$ cat config.mk
export PLATFORM = sky130hd
export DESIGN_NAME = i2c_seq_ctrl
export DESIGN_NICKNAME = d
export VERILOG_FILES = /design/src/rtl/i2c_seq_pkg.sv /design/src/rtl/i2c_wb_byte_wr.sv /design/src/rtl/i2c_seq_ctrl.sv
export SDC_FILE = /design/constraint.sdc
export NUM_CORES = 1
export LEC_CHECK = 0
export CAP_MARGIN = 20
export CORE_ASPECT_RATIO = 0.6
export CORE_MARGIN = 2
export CORE_UTILIZATION = 47
export CTS_BUF_LIST = sky130_fd_sc_hd__clkbuf_4 sky130_fd_sc_hd__clkbuf_8
export CTS_CLUSTER_SIZE = 10
export DETAILED_ROUTE_END_ITERATION = 10
export MAX_ROUTING_LAYER = met4
export PLACE_DENSITY = 0.79
export RECOVER_POWER = 25
export SYNTH_ARGS = -nofsm -noshare
export SYNTH_HDL_FRONTEND = slang
export SYNTH_SLANG_ARGS = --single-unit
export TNS_END_PERCENT = 1
$ cat constraint.sdc
create_clock -name clk -period 2.35 [get_ports clk]
set_clock_uncertainty 0.15 [all_clocks]
set_input_delay 0.3525 -clock clk [delete_from_list [all_inputs] [get_ports clk]]
set_output_delay 0.3525 -clock clk [all_outputs]
set_load 0.05 [all_outputs]
$ cat src/rtl/i2c_seq_pkg.sv
// Shared constants for the I2C write sequencer: FSM state codes, wishbone
// register addresses of the I2C master and its command bytes.
package i2c_seq_pkg;

    typedef logic [2:0] state_t;

    localparam state_t ST_IDLE    = 3'd0;
    localparam state_t ST_RD_RAM  = 3'd1;
    localparam state_t ST_RD_FIFO = 3'd2;
    localparam state_t ST_LATCH   = 3'd3;
    localparam state_t ST_SEND    = 3'd4;
    localparam state_t ST_ABORT   = 3'd5;

    localparam logic [2:0] WB_ADR_TXR  = 3'd3;
    localparam logic [2:0] WB_ADR_CR   = 3'd4;
    localparam logic [2:0] WB_ADR_IDLE = 3'd7;
    localparam logic [7:0] WB_DAT_IDLE = 8'hAF;

    localparam logic [7:0] CMD_START_WR = 8'h90;
    localparam logic [7:0] CMD_WR       = 8'h10;
    localparam logic [7:0] CMD_WR_STOP  = 8'h50;
    localparam logic [7:0] CMD_STOP     = 8'h40;

endpackage

$ cat src/rtl/i2c_wb_byte_wr.sv
// Per-byte micro-sequencer: walks a 0..7 counter and drives the TXR write
// followed by the CR write onto the I2C master's wishbone port.
module i2c_wb_byte_wr
    import i2c_seq_pkg::*;
(
    input  logic       clk,
    input  logic       reset_n,
    input  logic       i_active,
    input  logic       i_clr,
    input  logic       i_txr_en,
    input  logic [7:0] i_txr,
    input  logic [7:0] i_cr,
    output logic [2:0] ov_wb_adr,
    output logic [7:0] ov_wb_dat,
    output logic       o_wb_we
);

    logic [2:0] cnt_q, cnt_d;

    always_comb begin
        cnt_d = cnt_q;
        if (!i_active || i_clr) begin
            cnt_d = 3'd0;
        end else if (cnt_q != 3'd7) begin
            cnt_d = cnt_q + 3'd1;
        end
    end

    always_ff @(posedge clk or negedge reset_n) begin
        if (!reset_n) begin
            cnt_q <= 3'd0;
        end else begin
            cnt_q <= cnt_d;
        end
    end

    // Each register write is held for two cycles so the master sees a clean strobe.
    always_comb begin
        ov_wb_adr = WB_ADR_IDLE;
        ov_wb_dat = WB_DAT_IDLE;
        o_wb_we   = 1'b0;
        if (i_active) begin
            if (i_txr_en && (cnt_q == 3'd1 || cnt_q == 3'd2)) begin
                ov_wb_adr = WB_ADR_TXR;
                ov_wb_dat = i_txr;
                o_wb_we   = 1'b1;
            end else if (cnt_q == 3'd5 || cnt_q == 3'd6) begin
                ov_wb_adr = WB_ADR_CR;
                ov_wb_dat = i_cr;
                o_wb_we   = 1'b1;
            end
        end
    end

endmodule

$ cat src/rtl/i2c_seq_ctrl.sv
// I2C write sequencer: frames FIFO or trigger-table entries into slave-address,
// address and data bytes, with NACK retry, drop reporting and a byte watchdog.
//
// state    | meaning
// IDLE     | waiting for trigger or FIFO data
// RD_RAM   | table address presented, read in flight
// RD_FIFO  | FIFO read pulsed, read in flight
// LATCH    | capture entry, apply restart-register override
// SEND     | pushing byte k through TXR/CR
// ABORT    | slave NACKed, issuing STOP
module i2c_seq_ctrl
    import i2c_seq_pkg::*;
#(
    parameter logic [6:0]                  SLAVE_ADDR = 7'h37,
    parameter int                          ADDR_BYTES = 2,
    parameter int                          DATA_BYTES = 2,
    parameter int                          RAM_DEPTH  = 19,
    parameter int                          FIXED_IDX  = 17,
    parameter logic [8*DATA_BYTES-1:0]     FIXED_DATA = 16'h8006,
    parameter int                          MAX_RETRY  = 2,
    parameter int                          WD_W       = 16
) (
    input  logic                                   clk,
    input  logic                                   reset_n,
    input  logic                                   i_trigger,
    input  logic                                   i_trigger_mode_fall,
    input  logic                                   i_fifo_rdy,
    output logic                                   o_fifo_rden,
    input  logic [8*(ADDR_BYTES+DATA_BYTES)-1:0]   iv_fifo_q,
    output logic [$clog2(RAM_DEPTH)-1:0]           ov_ram_addr,
    input  logic [8*(ADDR_BYTES+DATA_BYTES)-1:0]   iv_ram_q,
    output logic [2:0]                             ov_wb_adr,
    output logic [7:0]                             ov_wb_dat,
    output logic                                   o_wb_we,
    output logic                                   o_wb_stb,
    output logic                                   o_wb_cyc,
    input  logic                                   i_done,
    input  logic                                   i_rxack,
    output logic                                   o_state_idle,
    output logic                                   o_trigger_start,
    output logic                                   o_nack_err,
    output logic [7:0]                             ov_nack_cnt
);

    localparam int EW     = 8*(ADDR_BYTES+DATA_BYTES);
    localparam int NB     = 1+ADDR_BYTES+DATA_BYTES;
    localparam int RAM_AW = $clog2(RAM_DEPTH);

    localparam logic [RAM_AW-1:0] LAST_A      = RAM_AW'(RAM_DEPTH-1);
    localparam logic [RAM_AW-1:0] FIXED_A     = RAM_AW'(FIXED_IDX);
    localparam logic [RAM_AW-1:0] TRIG_CLR_A  = RAM_AW'(FIXED_IDX-1);
    localparam logic [3:0]        K_LAST      = 4'(NB-1);
    localparam logic [7:0]        MAX_R       = 8'(MAX_RETRY);

    state_t            state_q, state_d;
    logic [RAM_AW-1:0] addr_q, addr_d;
    logic              mode_q, mode_d;
    logic [EW-1:0]     entry_q, entry_d;
    logic [3:0]        k_q, k_d;
    logic [7:0]        retry_q, retry_d;
    logic [WD_W-1:0]   wd_q, wd_d;
    logic [7:0]        nack_cnt_q, nack_cnt_d;
    logic              nack_err_q, nack_err_d;
    logic              fifo_rden_q, fifo_rden_d;
    logic              trig_start_q, trig_start_d;

    logic [EW-1:0]     ram_entry;
    logic              entry_done;
    logic [7:0]        txr;
    logic [7:0]        cr;

    always_comb begin
        ram_entry = iv_ram_q;
        if (addr_q == FIXED_A) begin
            ram_entry[8*DATA_BYTES-1:0] = FIXED_DATA;
        end
    end

    always_comb begin
        txr = {SLAVE_ADDR, 1'b0};
        for (int i = 1; i < NB; i++) begin
            if (k_q == 4'(i)) begin
                txr = entry_q[EW-8*i +: 8];
            end
        end
        if (state_q == ST_ABORT) begin
            cr = CMD_STOP;
        end else if (k_q == 4'd0) begin
            cr = CMD_START_WR;
        end else if (k_q == K_LAST) begin
            cr = CMD_WR_STOP;
        end else begin
            cr = CMD_WR;
        end
    end

    always_comb begin
        state_d     = state_q;
        addr_d      = addr_q;
        mode_d      = mode_q;
        entry_d     = entry_q;
        k_d         = k_q;
        retry_d     = retry_q;
        nack_cnt_d  = nack_cnt_q;
        nack_err_d  = 1'b0;
        fifo_rden_d = 1'b0;
        entry_done  = 1'b0;

        case (state_q)
            ST_IDLE: begin
                if (i_trigger || i_trigger_mode_fall) begin
                    state_d = ST_RD_RAM;
                    addr_d  = '0;
                    mode_d  = 1'b1;
                end else if (i_fifo_rdy) begin
                    state_d     = ST_RD_FIFO;
                    mode_d      = 1'b0;
                    fifo_rden_d = 1'b1;
                end
            end
            ST_RD_RAM, ST_RD_FIFO: state_d = ST_LATCH;
            ST_LATCH: begin
                entry_d = mode_q ? ram_entry : iv_fifo_q;
                k_d     = 4'd0;
                retry_d = 8'd0;
                state_d = ST_SEND;
            end
            ST_SEND: begin
                if (i_done) begin
                    if (i_rxack) begin
                        state_d = ST_ABORT;
                    end else if (k_q == K_LAST) begin
                        entry_done = 1'b1;
                    end else begin
                        k_d = k_q + 4'd1;
                    end
                end
            end
            ST_ABORT: begin
                if (i_done) begin
                    if (retry_q < MAX_R) begin
                        retry_d = retry_q + 8'd1;
                        k_d     = 4'd0;
                        state_d = ST_SEND;
                    end else begin
                        nack_err_d = 1'b1;
                        if (nack_cnt_q != 8'hFF) begin
                            nack_cnt_d = nack_cnt_q + 8'd1;
                        end
                        entry_done = 1'b1;
                    end
                end
            end
            default: state_d = ST_IDLE;
        endcase

        if (entry_done) begin
            retry_d = 8'd0;
            if (mode_q && addr_q != LAST_A) begin
                addr_d  = addr_q + RAM_AW'(1);
                state_d = ST_RD_RAM;
            end else begin
                addr_d  = '0;
                state_d = ST_IDLE;
            end
        end

        wd_d = wd_q + WD_W'(1);
        if (state_q == ST_IDLE || i_done || state_d != state_q) begin
            wd_d = '0;
        end
        // A stuck master abandons the frame silently; the next request restarts cleanly.
        if (wd_q[WD_W-1]) begin
            state_d = ST_IDLE;
            retry_d = 8'd0;
            wd_d    = '0;
        end

        trig_start_d = trig_start_q;
        if (i_trigger) begin
            trig_start_d = 1'b1;
        end else if (addr_q == TRIG_CLR_A) begin
            trig_start_d = 1'b0;
        end
    end

    always_ff @(posedge clk or negedge reset_n) begin
        if (!reset_n) begin
            state_q      <= ST_IDLE;
            addr_q       <= '0;
            mode_q       <= 1'b0;
            entry_q      <= '0;
            k_q          <= 4'd0;
            retry_q      <= 8'd0;
            wd_q         <= '0;
            nack_cnt_q   <= 8'd0;
            nack_err_q   <= 1'b0;
            fifo_rden_q  <= 1'b0;
            trig_start_q <= 1'b0;
        end else begin
            state_q      <= state_d;
            addr_q       <= addr_d;
            mode_q       <= mode_d;
            entry_q      <= entry_d;
            k_q          <= k_d;
            retry_q      <= retry_d;
            wd_q         <= wd_d;
            nack_cnt_q   <= nack_cnt_d;
            nack_err_q   <= nack_err_d;
            fifo_rden_q  <= fifo_rden_d;
            trig_start_q <= trig_start_d;
        end
    end

    i2c_wb_byte_wr u_byte_wr (
        .clk       (clk),
        .reset_n   (reset_n),
        .i_active  (state_q == ST_SEND || state_q == ST_ABORT),
        .i_clr     (i_done),
        .i_txr_en  (state_q == ST_SEND),
        .i_txr     (txr),
        .i_cr      (cr),
        .ov_wb_adr (ov_wb_adr),
        .ov_wb_dat (ov_wb_dat),
        .o_wb_we   (o_wb_we)
    );

    assign o_wb_stb        = 1'b1;
    assign o_wb_cyc        = 1'b1;
    assign o_fifo_rden     = fifo_rden_q;
    assign ov_ram_addr     = addr_q;
    assign o_state_idle    = (state_q == ST_IDLE);
    assign o_trigger_start = trig_start_q;
    assign o_nack_err      = nack_err_q;
    assign ov_nack_cnt     = nack_cnt_q;

endmodule

==> qor.txt, run 1 <==
Pwr dens: 846 nW/µm²
Post-Route WL: 12.0 mm
GRT Total Usage: 25.6%
Failing checks: setup timing
Hold slack final: 0.288 ns
Clk Tree Root Cell: clkbuf_8
Yosys warns: 0
Iteration-0 DRC Markers: 296
VDD IR-drop max: 0.000501 V
Starting Density: 49.3%
Non-Filler Instances: 691
CTS H-tree depth: 3
Gpl congestion: 0.909
Largest net degree at the start of global routing: 84
Hold path depth: 1
Mapped Cells: 452
CP Capture Type: output port
Cell Area, Synth: 4280 µm²
Antenna Cells: 0
Core Util, Final: 70.4%
Via/cell ratio: 5.65
Reg2reg start: k_q[1]
Worst setup margin: -0.248 ns
CTS Buf Count: 9
Kind of launch point of the worst setup path: flop
Syn_area_per_cell: 9.47 µm²
Area contributors post-synth: dfrtp_1 49%, o21ai_0 6.2%, nand2_1 5.3%
Vias in the first global route: 3918
Flop and latch count out of synthesis: 83
Rel. slew slack: 24.9%
GRT met1 Usage: 32.4%
Required @ worst endpoint: 1.85 ns
Die Width: 127 µm
Worst reg2reg setup slack: 0.03 ns
CP arrival: 2.10 ns
Leak: 2.66 nW
Full die area: 9910 µm²
Reg2reg end: ov_ram_addr[2]
CTS tree: done
Post-route DRC: 0
Wirelength per Cell: 17.4 µm
Met2 Use GR: 41.0%
FMAX: 385 MHz
Slew Limit Fails: 0
Leading area contributor after synthesis: dfrtp_1
Critical path peak fanout: 5
Dpl cells: 668
Measured slew at the worst slew-check pin: 1.13 ns
DR pass1 iterations: 5
Vias: 3902
Area grow syn2layout: 42.8%
DIE HEIGHT: 77.9 µm
First-pass GRT wire length: 19.2 mm
Asr flop ratio synth: 100%
Sequential share of the synthesized area: 48.5%
Period utilization: 111%
Layer with the highest usage: met2
Synth unique cells: 51
Setup WS pre-CTS: -0.137 ns
Initial antenna violation count: 0
Clk Latency, worst-skew pair: 0.37 ns
Endpoint, Worst Hold: state_q[0]
RSZ-0062 raised after global routing: yes
Synth top area share: 48.5%
Dpl hpwl: 8.33 mm
Filler cells: 647
Post-route ant nets: 0
IO Pins: 102
Grt total ovfl: 0
Final min period: 2.60 ns
I/O Buffers: 99
Outcome: finished, violations left
Final Hold Fails: 0
Grt met3 use: 7.03%
Clock sinks: 83
Setup violators final: 10
Layout cells sized above 1: 19.7%
Primary FF master, synth: dfrtp_1
Worst-path clk slew: 0.08 ns
Clock Path Buffers: 2
Hold Crit Class: flop to flop
Max capacitance violation total: 0
R2R cell count: 7
EDFF count, synth: 0
Hold wc startpoint: wd_q[15]
Core Area: 8690 µm²
Critical path class: flop to output port
Final Net Count: 660
# rows: 26
-- critical path, stage by stage, from the launching register on --
cell	delay (ns)
dfrtp_1	0.40
buf_6	0.14
ha_4	0.17
nand2b_4	0.10
o22ai_1	0.11
o211ai_1	0.28
o211ai_1	0.16
a21oi_2	0.21
buf_12	0.16
-- cell families after synthesis --
logic type               synth area share (%)
adder cells (fa/ha/maj)                  4.38
XOR/XNOR                                 4.09
multiplexers                             4.47
other                                  0.0876
buffers and inverters                    3.83
AO/OA/AOI/OAI                            17.1
flip-flops                               48.5
AND/OR/NAND/NOR                          17.5
-- final cells by class --
cell class / instances / area [µm²] / area share, %
Clock buffer: 11 / 145 / 2.37
Clock inverter: 5 / 61.3 / 1.00
Inverter: 14 / 52.6 / 0.860
Multi-Input combinational cell: 332 / 2300 / 37.6
Sequential cell: 83 / 2080 / 34.0
Tap cell: 112 / 140 / 2.29
Timing Repair Buffer: 134 / 1340 / 21.9
-- metal layers --
layer	vias to the layer above	part of all wire, %
met5	-	0
met4	0	1.5
met3	17	6.3
met2	136	48
met1	1900	44
li1	1849	-
-- synthesized netlist by cell type, drive strengths merged (9+ instances only) --
library cell and number:
a21oi 15, a22oi 16, clkbuf 16, dfrtp 83
ha 15, inv 14, mux2i 18, nand2 60
nor2 31, nor3 9, o21ai 55, xnor2 10
xor2 10
-- flip-flops by register name, indices dropped and copies added, names as in the netlist --
register,cells
mode_q,1
state_q,3
entry_q,32
u_byte_wr.cnt_q,3
ov_nack_cnt,8
retry_q,8
k_q,4
wd_q,16
o_nack_err,1
o_trigger_start,1
o_fifo_rden,1
ov_ram_addr,5
-- stage by stage --
step	area, µm²	setup TNS, ns	total power, mW
global route	6110	-2.59	5.48
global placement	5610	-0.0396	3.76
finish	6110	-1.61	5.17
CTS	6010	-1.90	5.06
floorplan	4330	-0.387	3.16
detailed placement	5610	-0.493	3.85
-- power by group --
| part | internal, mW | total, mW | switching (mW) | leakage, nW |
|---|---|---|---|---|
| combinational | 0.872 | 2.06 | 1.19 | 1.47 |
| clock | 0.537 | 1.07 | 0.532 | 0.107 |
| sequential | 1.77 | 2.04 | 0.267 | 1.09 |
| total | 3.18 | 5.17 | 1.99 | 2.66 |
-- how the worst max path moves through the flow --
stage | from | to | slack (ns) | cells after the start
after global routing | k_q[0] | ov_wb_dat[6] | -0.36 | 8
after CTS | k_q[1] | ov_wb_dat[4] | -0.23 | 8
after floorplan | k_q[0] | ov_wb_dat[0] | -0.07 | 7
final | k_q[0] | ov_wb_dat[6] | -0.25 | 8
after detailed placement | i_done | ov_ram_addr[2] | -0.14 | 6
after global placement | i_done | ov_ram_addr[2] | -0.03 | 6
-- repair_timing --
item                                    4_1_cts  5_1_grt
resized for setup                            43       24
buffers inserted                              3        3
gates cloned                                  0        0
endpoints found under the setup margin       12       28
hold endpoints to repair                     83        0
pin swaps                                    12       12
hold buffers                                  1        0
-- placed cells by master (no fill, tap or decap), types with 3 or more instances in the layout --
cell type         n
clkdlybuf4s50_1  85
dfrtp_1          81
nand2_1          59
o21ai_0          45
buf_4            29
nor2_1           26
mux2i_1          18
a22oi_1          14
a21oi_1          13
ha_1             11
buf_6            11
xor2_1           10
xnor2_1          10
clkbuf_8         10
inv_1             9
nand4_1           8
nand3_1           8
nor3_1            7
or3_1             7
o22ai_1           6
buf_12            6
inv_2             5
o21ai_2           5
o21ai_1           5
and2_1            5
and3_1            4
nand3b_1          3
nor2_2            3
a2111oi_2         3
a221oi_2          3
a21o_1            3
nand2b_1          3
o31ai_1           3
ha_4              3
clkbuf_4          3
No activity file was read; power rests on OpenSTA's default activity.
==> inputs of run 2 (changes only) <==
- SKIP_LAST_GASP: default -> 1
==> qor.txt, run 2 (synthesized netlist as in run 1, its figures left out) <==
Outcome: finished, violations left
Failing checks: setup timing
Setup violators final: 14 (+4)
Critical path class: flop to output port
Vias: 3894 (-0.21%)
Most common cell after layout, fill and taps aside: clkdlybuf4s50_1
Endpoint, Worst Hold: state_q[0]
Reg2reg start: k_q[1]
Wirelength per Cell: 17.0 µm (-2.3%)
Full die area: 9910 µm² (unchanged)
Most flops, register: entry_q
R2R cell count: 7 (unchanged)
Measured slew at the worst slew-check pin: 1.11 ns (-0.0187 ns)
Hold wc startpoint: wd_q[15]
Final Net Count: 660 (unchanged)
Largest net degree at the start of global routing: 84 (unchanged)
Rel. slew slack: 26.1% (+1.2 points)
DR pass1 iterations: 5 (unchanged)
PnR Total Power: 5.10 mW (-1.3%)
Kind of launch point of the worst setup path: flop
CP Capture Type: output port
Post-Route WL: 11.8 mm (-2.3%)
Most frequent cells in the layout: 85 x clkdlybuf4s50_1, 81 x dfrtp_1, 59 x nand2_1
Leak: 2.65 nW (-0.44%)
Core Area: 8690 µm² (unchanged)
CTS Buf Count: 9 (unchanged)
IO Pins: 102 (unchanged)
Iteration-0 DRC Markers: 272 (-8.1%)
Final Hold Fails: 0 (unchanged)
Max capacitance violation total: 0 (unchanged)
Hold path depth: 1 (unchanged)
Reg2reg end: ov_ram_addr[2]
I/O Buffers: 99 (unchanged)
Post-route ant nets: 0 (unchanged)
Pwr dens: 842 nW/µm² (-0.40%)
Clock sinks: 83 (unchanged)
Clk Tree Root Cell: clkbuf_8
Area after DPL: 5610 µm² (unchanged)
Final min period: 2.60 ns (+0.00204 ns)
Final non-filler cell area: 6060 µm² (-0.88%)
Gpl congestion: 0.909 (unchanged)
Required @ worst endpoint: 1.85 ns (about the same)
GRT Total Usage: 25.6% (-0.046 points)
Period utilization: 111% (about the same)
DIE HEIGHT: 77.9 µm (unchanged)
Grt total ovfl: 0 (unchanged)
Layout cells sized above 1: 18.0% (-1.7 points)
CP arrival: 2.10 ns (about the same)
Critical path peak fanout: 10 (+5)
Post-route DRC: 0 (unchanged)
Largest registers: entry_q (32), wd_q (16)
Area grow syn2layout: 41.5%
Starting Density: 49.3% (unchanged)
Multi-input logic area: 2240 µm² (-2.6%)
First-pass GRT wire length: 19.1 mm (-0.15%)
Hold Crit Class: flop to flop
Core Util, Final: 69.8% (-0.62 points)
Worst reg2reg setup slack: -0.16 ns (-0.19 ns)
Non-Filler Instances: 691 (unchanged)
Filler cells: 653 (+0.93%)
Clk Latency, worst-skew pair: 0.37 ns (about the same)
Die Width: 127 µm (unchanged)
CTS tree: done
Hold slack final: 0.290 ns (+0.00176 ns)
RSZ-0062 raised after global routing: yes
Register Area: 2080 µm² (unchanged)
FMAX: 385 MHz (about the same)
Clock Path Buffers: 2 (unchanged)
Via/cell ratio: 5.64 (-0.21%)
Worst setup margin: -0.250 ns (-0.00204 ns)
Dpl cells: 668 (unchanged)
Slew Limit Fails: 0 (unchanged)
VDD IR-drop max: 0.000494 V (-1.3%)
Antenna Cells: 0 (unchanged)
Vias in the first global route: 3915 (-0.077%)
Worst-path clk slew: 0.08 ns (about the same)
# rows: 26 (unchanged)
Largest register FFs: 32 (unchanged)
CTS H-tree depth: 3 (unchanged)
Dpl hpwl: 8.33 mm (unchanged)
Initial antenna violation count: 0 (unchanged)
-- run 2: what timing repair did --
item / 4_1_cts / 5_1_grt
resized for setup: 39 / 11
endpoints found under the hold margin: 83 / 0
pin swaps: 10 / 6
setup endpoints to repair: 12 / 27
setup buffers: 3 / 3
hold buffers: 1 / 0
-- run 2: worst max path at each step --
stage | startpoint | to | slack, ns
final | k_q[1] | ov_wb_dat[6] | -0.25
after global routing | k_q[0] | ov_wb_dat[6] | -0.39
after CTS | k_q[1] | ov_wb_dat[4] | -0.23
after detailed placement | i_done | ov_ram_addr[2] | -0.14
after global placement | i_done | ov_ram_addr[2] | -0.03
after floorplan | k_q[0] | ov_wb_dat[0] | -0.07
-- run 2: per-layer routing --
layer / wire (µm) / vias to the layer above / global-route usage [%]
met3: 749 / 13 / 7.24
met4: 138 / 0 / 7.14
met1: 5210 / 1901 / 32.3
met5: 0 / - / -
li1: - / 1856 / -
met2: 5670 / 124 / 40.8
-- run 2: through the flow --
stage          setup TNS [ns]  worst slack [ns]
6_report                -2.35            -0.250
3_3_place_gp          -0.0396           -0.0289
5_1_grt                 -4.20            -0.385
2_1_floorplan          -0.387           -0.0746
3_5_place_dp           -0.493            -0.137
4_1_cts                 -2.07            -0.231
-- run 2: final cells by class --
type                       instances  area share [%]
inverter                          14           0.867
clock buffer                      11            2.40
clock inverter                     5            1.01
tap                              112            2.31
timing repair buffer             134            22.2
sequential                        83            34.3
multi-input combinational        332            36.9
-- run 2: worst max-delay path, stage by stage, from the launching register on --
cell and delay [ns]:
dfrtp_2 0.46, buf_4 0.16, ha_4 0.16, buf_6 0.14
o211ai_1 0.29, o211ai_1 0.16, a21oi_2 0.21, buf_12 0.16
-- run 2: power breakdown --
| group | internal (mW) | leakage (nW) | total, mW | switching, mW |
|---|---|---|---|---|
| Sequential | 1.77 | 1.09 | 2.04 | 0.262 |
| Clock | 0.537 | 0.107 | 1.07 | 0.533 |
| Combinational | 0.848 | 1.46 | 2.00 | 1.15 |
| Total | 3.16 | 2.65 | 5.10 | 1.94 |
==> inputs of run 3 (changes only) <==
- CORE_UTILIZATION: 47 -> 56
- PLACE_DENSITY: 0.79 -> 0.89
- clock period: 2.35 -> 3.3 ns (I/O delays scaled with it)
==> qor.txt, run 3 (synthesized netlist as in run 1, its figures left out) <==
Outcome: finished, violations left
Failing checks: capacitance limit, slew limit
CTS Buf Count: 9 (unchanged)
IO Pins: 102 (unchanged)
PnR Total Power: 3.50 mW (-31%)
Most frequent cells in the layout: 88 x clkdlybuf4s50_1, 83 x dfrtp_1, 60 x nand2_1
Wirelength per Cell: 17.7 µm (+4.2%)
Antenna Cells: 0 (unchanged)
Critical path peak fanout: 13 (+3)
Clock Path Buffers: 2 (unchanged)
Via/cell ratio: 6.01 (+6.7%)
Post-route DRC: 0 (unchanged)
Period utilization: 97.1%
Hold wc startpoint: wd_q[15]
Max capacitance violation total: 1 (+1)
Final Net Count: 631 (-4.4%)
Gpl congestion: 0.873 (-4.0%)
Measured slew at the worst slew-check pin: 2.00 ns (+0.895 ns)
Area grow syn2layout: 31.7%
Most flops, register: entry_q
Clk Tree Root Cell: clkbuf_8
Multi-input logic area: 2050 µm² (-8.6%)
CP arrival: 2.56 ns (+0.46 ns)
Layout cells sized above 1: 6.18% (-12 points)
Largest net degree at the start of global routing: 84 (unchanged)
RSZ-0062 raised after global routing: yes
Critical path class: flop to output port
Crit path launch: state_q[0]
Leak: 2.46 nW (-7.1%)
First-pass GRT wire length: 18.5 mm (-3.4%)
Reg2reg start: k_q[0]
Kind of launch point of the worst setup path: flop
Die Width: 117 µm (-8.1%)
Slew Limit Fails: 34 (+34)
FMAX: 312 MHz
Dpl hpwl: 8.46 mm (+1.5%)
VDD IR-drop max: 0.000390 V (-21%)
I/O Buffers: 99 (unchanged)
CTS tree: done
Clock sinks: 83 (unchanged)
CP Capture Type: output port
Hold Crit Class: flop to flop
Worst path cell trace: or3b_1 -> nor3_1 -> buf_4 -> o21ai_0 -> o21ai_0 -> buf_12
Setup violators final: 0 (-14)
Worst-path clk slew: 0.09 ns (about the same)
Hold slack final: 0.300 ns (+0.00998 ns)
Cell mode on critical path: o21ai_0
Pwr dens: 621 nW/µm² (-26%)
Iteration-0 DRC Markers: 328 (+21%)
Rel. slew slack: -33.5% (-60 points)
DR pass1 iterations: 5 (unchanged)
Required @ worst endpoint: 2.65 ns (+0.80 ns)
Largest register FFs: 32 (unchanged)
Final non-filler cell area: 5640 µm² (-6.9%)
Worst path max stage delay: 0.55 ns (+0.09 ns)
Final min period: 3.21 ns
Post-Route WL: 11.6 mm (-1.4%)
GRT Total Usage: 30.2% (+4.6 points)
Most common cell after layout, fill and taps aside: clkdlybuf4s50_1
Register Area: 2080 µm² (-0.12%)
Final Hold Fails: 0 (unchanged)
Filler cells: 513 (-21%)
Worst path slowest cell: dfrtp_1
Post-route ant nets: 0 (unchanged)
Area after DPL: 5370 µm² (-4.3%)
DIE HEIGHT: 71.7 µm (-8.0%)
Grt total ovfl: 0 (unchanged)
CTS H-tree depth: 3 (unchanged)
Clk Latency, worst-skew pair: 0.37 ns (about the same)
Vias: 3932 (+0.98%)
Full die area: 8380 µm² (-15%)
Core Area: 7330 µm² (-16%)
# rows: 24 (-7.7%)
Largest registers: entry_q (32), wd_q (16)
Initial antenna violation count: 0 (unchanged)
Starting Density: 58.4% (+9.1 points)
Vias in the first global route: 3808 (-2.7%)
==> run 3: changes by cell type in the layout (fill, tap and decap cells not counted), sizes merged, moves of 2 or more <==
| cell | change |
|---|---|
| clkdlybuf4s50 | +3 |
| clkinvlp | +2 |
| buf | -32 |
| clkbuf | -2 |
==> run 3: critical path, delay by kind of cell, from the launching register on <==
kind	cells	cell delay, ns
AOI/OAI and AO/OA	2	0.46
and+or+nand+nor	2	0.81
buffers and inverters	2	0.38
DFF	1	0.55
==> run 3: final timing paths <==
path / endpoint / cells after the start / slack (ns)
max in group asynchronous: ov_ram_addr[0] / 2 / 0.77
min in group asynchronous: entry_q[6] / 2 / 1.07
max reg2reg: ov_ram_addr[2] / 7 / 0.66
min reg2reg: state_q[0] / 1 / 0.30
min: state_q[0] / 1 / 0.30
max: ov_wb_dat[2] / 6 / 0.09
==> run 3: power breakdown <==
group | switching [mW] | total, mW | internal, mW
Clock | 0.389 | 0.836 | 0.446
Sequential | 0.220 | 1.48 | 1.26
Combinational | 0.722 | 1.18 | 0.461
Total | 1.33 | 3.50 | 2.17
==> run 3: per-stage QoR <==
stage	setup slack (ns)	TNS [ns]	instances	util [%]
4_1_cts	0.124	0	651	76.3
2_1_floorplan	-0.166	-0.662	453	-
3_5_place_dp	0.512	0	635	73.3
3_3_place_gp	0.600	0	635	73.3
5_1_grt	-0.0237	-0.0376	654	77.0
6_report	0.0941	0	654	77.0
==> run 3: layer usage <==
layer,up-vias,routed length (µm),global-route usage [%]
li1,1797,-,-
met1,1899,5080,41.0
met2,219,5300,45.9
met3,17,1080,8.12
met4,0,147,7.45
met5,-,0,-
==> run 3: what timing repair did <==
action | 4_1_cts | 5_1_grt
resized for setup | 0 | 2
endpoints found under the hold margin | 0 | 33
setup endpoints to repair | 0 | 4
buffers inserted | 0 | 0
hold buffers | 0 | 1
==> run 3: cell type report <==
cell class | instances | share of cell area, %
Multi-Input combinational cell | 332 | 36.3
Timing Repair Buffer | 105 | 19.6
Tap cell | 104 | 2.31
Clock inverter | 6 | 1.58
Sequential cell | 83 | 36.8
Clock buffer | 10 | 2.44
Inverter | 14 | 0.932
